File: src/rtl/axi_cacheline_bridge.sv
`default_nettype none
// ============================================================================
// Module   : axi_cacheline_bridge
// Purpose  : Cache-side to AXI bridge. A line refill becomes one 4-beat INCR
//            read burst. A dirty-line writeback becomes one 4-beat INCR write
//            burst. The read and write paths are independent FSMs, and each
//            path has at most one transaction outstanding.
// Revision : 1.0 - initial release
// ============================================================================
module axi_cacheline_bridge #(
  parameter int LINE_WORDS = 4
) (
  input  logic                     clk,
  input  logic                     resetn,
  // cache read side
  input  logic                     rd_req,
  input  logic [31:0]              rd_addr,
  output logic                     rd_rdy,
  output logic                     ret_valid,
  output logic [32*LINE_WORDS-1:0] ret_data,
  // cache write side
  input  logic                     wr_req,
  input  logic [31:0]              wr_addr,
  input  logic [32*LINE_WORDS-1:0] wr_data,
  output logic                     wr_rdy,
  output logic                     wr_valid,
  // AXI read channels
  output logic [31:0]              araddr,
  output logic [7:0]               arlen,
  output logic                     arvalid,
  input  logic                     arready,
  input  logic [31:0]              rdata,
  input  logic                     rlast,
  input  logic                     rvalid,
  output logic                     rready,
  // AXI write channels
  output logic [31:0]              awaddr,
  output logic [7:0]               awlen,
  output logic                     awvalid,
  input  logic                     awready,
  output logic [31:0]              wdata,
  output logic [3:0]               wstrb,
  output logic                     wlast,
  output logic                     wvalid,
  input  logic                     wready,
  input  logic                     bvalid,
  output logic                     bready
);

  localparam int                 c_cnt_w = $clog2(LINE_WORDS);
  localparam logic [c_cnt_w-1:0] c_last  = c_cnt_w'(LINE_WORDS - 1);
  localparam logic [7:0]         c_len   = 8'(LINE_WORDS - 1);
  localparam logic [31:0]        c_line_mask = 32'hFFFF_FFF0;

  typedef enum logic [1:0] {R_IDLE, R_AR, R_DATA, R_RET} rstate_e;
  typedef enum logic [2:0] {W_IDLE, W_AW, W_DATA, W_B, W_DONE} wstate_e;

  rstate_e                     rstate_q, rstate_d;
  logic [31:0]                 raddr_q, raddr_d;
  logic [c_cnt_w-1:0]          rcnt_q, rcnt_d;
  logic [LINE_WORDS-1:0][31:0] rbuf_q, rbuf_d;
  logic [LINE_WORDS-1:0][31:0] rret_q, rret_d;

  wstate_e                     wstate_q, wstate_d;
  logic [31:0]                 waddr_q, waddr_d;
  logic [c_cnt_w-1:0]          wcnt_q, wcnt_d;
  logic [LINE_WORDS-1:0][31:0] wbuf_q, wbuf_d;

  logic                        line_busy;

  // A refill of a line whose writeback is still in flight has to wait.
  assign line_busy = (wstate_q != W_IDLE) && (rd_addr[31:4] == waddr_q[31:4]);

  assign araddr   = raddr_q;
  assign arlen    = c_len;
  assign awaddr   = waddr_q;
  assign awlen    = c_len;
  assign wstrb    = 4'b1111;
  assign wdata    = wbuf_q[wcnt_q];
  assign ret_data = rret_q;

  // Read path: next state, beat capture and channel outputs
  always_comb begin
    rstate_d  = rstate_q;
    raddr_d   = raddr_q;
    rcnt_d    = rcnt_q;
    rbuf_d    = rbuf_q;
    rret_d    = rret_q;
    arvalid   = 1'b0;
    rready    = 1'b0;
    ret_valid = 1'b0;
    rd_rdy    = (rstate_q == R_IDLE) && !line_busy;
    unique case (rstate_q)
      R_IDLE: begin
        if (rd_req && rd_rdy) begin
          raddr_d  = rd_addr & c_line_mask;
          rcnt_d   = '0;
          rstate_d = R_AR;
        end
      end
      R_AR: begin
        arvalid = 1'b1;
        if (arready) rstate_d = R_DATA;
      end
      R_DATA: begin
        rready = 1'b1;
        if (rvalid) begin
          rbuf_d[rcnt_q] = rdata;
          rcnt_d         = rcnt_q + 1'b1;
          if (rlast || (rcnt_q == c_last)) begin
            rret_d   = rbuf_d;
            rstate_d = R_RET;
          end
        end
      end
      R_RET: begin
        ret_valid = 1'b1;
        rstate_d  = R_IDLE;
      end
      default: rstate_d = R_IDLE;
    endcase
  end

  // Write path: next state, beat sequencing and channel outputs
  always_comb begin
    wstate_d = wstate_q;
    waddr_d  = waddr_q;
    wcnt_d   = wcnt_q;
    wbuf_d   = wbuf_q;
    awvalid  = 1'b0;
    wvalid   = 1'b0;
    wlast    = 1'b0;
    bready   = 1'b0;
    wr_valid = 1'b0;
    wr_rdy   = (wstate_q == W_IDLE);
    unique case (wstate_q)
      W_IDLE: begin
        if (wr_req) begin
          waddr_d  = wr_addr & c_line_mask;
          wbuf_d   = wr_data;
          wcnt_d   = '0;
          wstate_d = W_AW;
        end
      end
      W_AW: begin
        awvalid = 1'b1;
        if (awready) wstate_d = W_DATA;
      end
      W_DATA: begin
        wvalid = 1'b1;
        wlast  = (wcnt_q == c_last);
        if (wready) begin
          wcnt_d = wcnt_q + 1'b1;
          if (wcnt_q == c_last) wstate_d = W_B;
        end
      end
      W_B: begin
        bready = 1'b1;
        if (bvalid) wstate_d = W_DONE;
      end
      W_DONE: begin
        wr_valid = 1'b1;
        wstate_d = W_IDLE;
      end
      default: wstate_d = W_IDLE;
    endcase
  end

  // State and datapath registers with synchronous active-low reset
  always_ff @(posedge clk) begin
    if (!resetn) begin
      rstate_q <= R_IDLE;
      raddr_q  <= '0;
      rcnt_q   <= '0;
      rbuf_q   <= '0;
      rret_q   <= '0;
      wstate_q <= W_IDLE;
      waddr_q  <= '0;
      wcnt_q   <= '0;
      wbuf_q   <= '0;
    end else begin
      rstate_q <= rstate_d;
      raddr_q  <= raddr_d;
      rcnt_q   <= rcnt_d;
      rbuf_q   <= rbuf_d;
      rret_q   <= rret_d;
      wstate_q <= wstate_d;
      waddr_q  <= waddr_d;
      wcnt_q   <= wcnt_d;
      wbuf_q   <= wbuf_d;
    end
  end

endmodule
`default_nettype wire

File: config.mk
export PLATFORM = sky130hd
export DESIGN_NAME = axi_cacheline_bridge
export DESIGN_NICKNAME = d
export VERILOG_FILES = /design/src/rtl/axi_cacheline_bridge.sv
export SDC_FILE = /design/constraint.sdc
export NUM_CORES = 1
export LEC_CHECK = 0
export ABC_AREA = 1
export CAP_MARGIN = 10
export CELL_PAD_IN_SITES_DETAIL_PLACEMENT = 0
export CELL_PAD_IN_SITES_GLOBAL_PLACEMENT = 1
export CORE_MARGIN = 2
export CORE_UTILIZATION = 35
export CTS_CLUSTER_DIAMETER = 60
export CTS_CLUSTER_SIZE = 40
export DETAILED_ROUTE_END_ITERATION = 10
export MAX_ROUTING_LAYER = met4
export PLACE_DENSITY_LB_ADDON = 0.1
export SYNTH_ARGS = -nofsm -noshare
export SYNTH_HDL_FRONTEND = slang
export SYNTH_SLANG_ARGS = --single-unit
File: constraint.sdc
create_clock -name clk -period 2.5 [get_ports clk]
set_clock_uncertainty 0.05 [all_clocks]
set_input_delay 0.5 -clock clk [delete_from_list [all_inputs] [get_ports clk]]
set_output_delay 0.5 -clock clk [all_outputs]
set_load 0.01 [all_outputs]
Yosys cells after proc, flatten, opt, wreduce, memory -nomap -nowiden:

Index checks and enable logic that the tools add are counted.

* muxes and demuxes: 30
* equal/unequal tests: 19
* add/sub/neg operators: 2
* $lt $le $gt $ge: 3
* reduce and logical (&&, ||, !) cells: 19

Operator list (count)
* 128-bit bitwise mux: 1
* 32-bit binary-select mux with 2-bit select: 1
* 32-bit demux with 2-bit select: 1
* 32-bit 2-to-1 mux: 2
* 28-bit equality test: 1
* 2-bit 2-to-1 mux: 8
* 2-bit inequality test, second input constant: 8
* 3-bit 2-to-1 mux: 5
* 3-bit case mux with 4 select lines: 1
* 3-bit AND reduction: 3
* 2-bit equality test, second input constant: 4
* 1-bit 2-to-1 mux: 8
* 2-bit case mux with 2 select lines: 2
* 2-bit case mux with 4 select lines: 1
* 3-bit by 2-bit equality test with 1-bit output, second input constant: 2
* 2-bit by 3-bit < comparator with 1-bit output, second input constant: 2
* 2-bit AND reduction: 3
* 5-bit AND reduction: 1
* 2-bit by 1-bit adder with 2-bit output, second input constant: 2
* 1-bit logical AND: 4
* 4-bit AND reduction: 1
* 2-bit nonzero test: 2
* 3-bit by 1-bit equality test with 1-bit output, second input constant: 1
* 3-bit equality test, second input constant: 1
* 8 further kinds: 8

* input port bits: 234
* word-level logic and storage cells: 91
* output and inout bits: 254
* register bits after elaboration: 449

Logic depth before layout (Yosys ltp):

* depth after elaboration: 7
* depth in mapped cells: 13
* depth with buffers taken out: 13

Least setup slack after synthesis:

OpenSTA, ideal clock, no wires.

* kind: input-to-output
* start point: input port rd_addr[4]
* end point: output port rd_rdy
* data required time: 1.950 ns
* arrival: 1.323 ns
* path slack: 0.627 ns
* buffers on the path: 1
* cell stages on the path: 10
* cell sequence: inv_1 > nand2_1 > nand2_1 > nor2_1 > nand2_1 > nor2_1 > nand2_1 > nor2_4 > nor2_8 > buf_2

* cells in the longest elaborated chain, start to end: 4

RTL lines
* start: declaration: RTL line 17 `input logic [31:0] rd_addr,`
* 28-bit equality test: RTL line 72 `assign line_busy = (wstate_q != W_IDLE) && (rd_addr[31:4] == waddr_q[31:4]);`
* 1-bit logical AND: RTL line 72
* 1-bit zero test: RTL line 92 `rd_rdy = (rstate_q == R_IDLE) && !line_busy;`
* 1-bit logical AND: RTL line 92
* end: declaration: RTL line 18 `output logic rd_rdy,`

No other way between the ends.

Final worst setup path:

* start point: input port rd_addr[11]
* end point: output port rd_rdy

The elaborated chain is that of the path after synthesis.

==> results_dict.tcl <==
set metrics [dict create \
    syn_inst 2418 \
    flow.area_growth_from_synthesis_pct 37.1 \
    worst_hold_path_type "in -> reg" \
    fillers 5060 \
    min_delay_path_depth 4 \
    num_vias 17800 \
    report.final.slew_viol_count 0 \
    critPathArrivalTime_ns 1.92 \
    multi_input_area_sq_um 8060 \
    tritoncts_clock_tree "yes" \
    clkTransAtPathRegs_ns 0.06 \
    pre_cts_slack_ns -0.415 \
    synth_enable_flop_cells 0 \
    first_global_vias 16500 \
    post_layout_nonfiller_instances 3503 \
    post_drt_wl_per_cell_um 19.0 \
    max-slew-margin-rel_pct 49.8 \
    critical_path_class "in -> out" \
    drt_total_wl_um 66600 \
    final_net_count 3016 \
    synth_common_cells "sky130_fd_sc_hd__dfxtp_1, sky130_fd_sc_hd__nand2_1, sky130_fd_sc_hd__o21ai_0" \
    detailedRoute.firstIterationViolations 1160 \
    setup_viol 0 \
    grtUsageTotal_pct 24.2 \
    power.share.switching_pct 35.6 \
    cts_inserted_buffers 42 \
    design.die.area_sq_um 54300 \
    vias_per_cell 5.08 \
    clock_sink_count 449 \
    cts.htree.levels 2 \
    cell_internal_pwr_mw 15.6 \
    met3_usage_pct 5.85 \
    largest_net_degree_at_the_start_of_global_routing 161 \
    postLayoutCoreUtil_pct 48.8 \
    power.total_mw 24.3 \
    yosysMostFrequentCell "sky130_fd_sc_hd__dfxtp_1" \
    gr-usage-met1_pct 31.9 \
    grt.overflow.total 0 \
    setup_ws_ns 0.0284 \
    cts_buffer_depth 3 \
    ys_seq_area_share_pct 48.9 \
    port_buffers 451 \
    period_minus_slack_ns 2.47 \
    latest_clock_arrival_within_the_worst_skew_pair_ns 0.57 \
    final-seq-area_sq_um 9000 \
    postSynthAreaPerCell_sq_um 7.60 \
    post_route_cells_drive_above_1_share_pct 6.99 \
    yosysWarnings 0 \
    worstMarginPinSlew_ns 0.754 \
    startpoint_type "input pin" \
    core_area_sq_um 51600 \
    synthTopCellsByArea "sky130_fd_sc_hd__dfxtp_1, sky130_fd_sc_hd__o21ai_0, sky130_fd_sc_hd__a21oi_1" \
    area_share_of_the_largest_cell_type_after_synthesis_pct 48.9 \
    power-per-cell-area_nw_per_um2 964 \
    detailedPlacementHpwl_um 45700 \
    async_reset_ff_share_pct 0 \
    power.leakage_nw 9.51 \
    prevailing_post_synth_register_cell "sky130_fd_sc_hd__dfxtp_1" \
    die_width_um 233 \
    grtUsageMet2_pct 36.4 \
    ys_seq_elements 449 \
    ant_nets 0 \
    final_weighted_congestion_in_routability_driven_placement 0.850 \
    post_synthesis_cell_area_sq_um 18400 \
    standard_cell_rows 83 \
    timing.critical_path.required_ns 1.95 \
    report.final.hold_viol_count 0 \
    detail_route.first_pass.iterations 5 \
    floorplan.initialDensity_pct 35.6 \
    global_route.peak_usage_layer "met2" \
    worst_voltage_drop_across_the_vdd_grid_mv 0.583 \
    crit_path_max_fanout 3 \
    dieHeight_um 233 \
    cts.root.buffer_cell "sky130_fd_sc_hd__clkbuf_16" \
    placed_cells_incl_taps 3405 \
    synth_area_leader_cell "sky130_fd_sc_hd__dfxtp_1" \
    min_period_over_period_pct 98.9 \
    detail_route.drc_violations 0 \
    run_status "finished, final reports clean" \
    combinationalPowerShare_pct 33.4 \
    post_synth_num_cell_types 29 \
    rsz0062_at_grt "yes" \
    fmaxAchievable_ghz 0.405 \
    timing.max_cap.violations 0 \
    switching_power_mw 8.66 \
    first_pass_grt_wire_length_um 98700 \
    r2r.worst_path.cells 8 \
    timing.critical_path.to_type "output port" \
    antenna_found_initial 15 \
    design.portCount 488 \
    seq_power_share_pct 37.8 \
    clkPwrFrac_pct 28.9 \
]
[stage by stage]
step,hold WS (ns),instance area (sq um),setup TNS [ns]
after detailed placement,0.399,23600,-5.84
after floorplan,0.387,18500,0
after CTS,0.410,25100,-0.337
final,0.325,25200,0
after global placement,0.395,23600,-5.09
after global routing,0.319,25200,-0.0657
[critical path, cell delays in order]
cell and delay [ns]:
sky130_fd_sc_hd__clkdlybuf4s50_1 0.51, sky130_fd_sc_hd__inv_1 0.05, sky130_fd_sc_hd__nand2_1 0.06, sky130_fd_sc_hd__nand2_1 0.06, sky130_fd_sc_hd__nor2_2 0.13, sky130_fd_sc_hd__nand2_1 0.09, sky130_fd_sc_hd__nor2_1 0.12, sky130_fd_sc_hd__nand2_2 0.08
sky130_fd_sc_hd__nor2_4 0.15, sky130_fd_sc_hd__nor2_8 0.04, sky130_fd_sc_hd__clkbuf_2 0.15
[cell families after synthesis]
logic type | after synthesis | share of synthesized area, %
buf+inv | 343 | 7.91
other cells | 2 | 0.0409
flops | 449 | 48.9
fa+ha+maj | 9 | 0.613
xor+xnor | 3 | 0.143
simple gates | 781 | 17.7
compound gates | 831 | 24.7
[routing by layer]
| metal | vias up | routed length, um |
|---|---|---|
| li1 | 8932 | - |
| met1 | 8298 | 30000 |
| met2 | 469 | 30000 |
| met3 | 88 | 4840 |
| met4 | 0 | 1740 |
| met5 | - | 0 |
[area by class of cell]
type | count | share of cell area (%)
antenna | 17 | 0.169
clock buffer | 53 | 4.70
tap | 680 | 3.38
clock inverter | 24 | 1.20
sequential | 449 | 35.7
multi-input combinational | 1652 | 32.0
inverter | 106 | 1.68
timing repair buffer | 522 | 21.2
[cells in the final DEF (no fill, tap or decap), types with 45 or more instances in the layout]
cell	count
sky130_fd_sc_hd__a211oi_1	129
sky130_fd_sc_hd__dfxtp_1	444
sky130_fd_sc_hd__a21oi_1	317
sky130_fd_sc_hd__o21ai_0	336
sky130_fd_sc_hd__buf_4	45
sky130_fd_sc_hd__inv_1	100
sky130_fd_sc_hd__nand3_1	153
sky130_fd_sc_hd__clkdlybuf4s50_1	407
sky130_fd_sc_hd__nor2_1	221
sky130_fd_sc_hd__nand2_1	382
[path summary, 6_finish.rpt]
path,startpoint,to,slack (ns)
max reg2reg,rstate_q[0]$_SDFFE_PN0P_,rbuf_q[58]$_SDFFE_PN0P_,0.45
max,rd_addr[11],rd_rdy,0.03
min,rd_addr[16],araddr[16]$_SDFFE_PN0P_,0.33
min reg2reg,wbuf_q[69]$_SDFFE_PN0P_,wbuf_q[69]$_SDFFE_PN0P_,0.41
[what timing repair did]
action | in CTS | in global routing
setup endpoints to repair | 37 | 24
pin swaps | 1 | 2
gates resized for setup | 62 | 38
gates cloned | 1 | 0
hold buffers | 0 | 0
buffers inserted | 3 | 0
[power by group through the flow]
stage / Combinational (mW) / Clock [mW] / Sequential (mW)
global route: 8.99 / 7.44 / 9.33
finish: 8.11 / 7.01 / 9.17
detailed placement: 8.22 / 0 / 9.31
global placement: 8.16 / 0 / 9.27
floorplan: 4.51 / 0 / 9.33
CTS: 8.17 / 7.18 / 9.16
[registers in the layout (all words and copies together), names as in the netlist]
signal / count
ret_data: 128
wcnt_q: 2
wbuf_q: 128
rstate_q: 2
rcnt_q: 2
rbuf_q: 128
araddr: 28
awaddr: 28
wstate_q: 3
(Power assumes the default switching activity.)
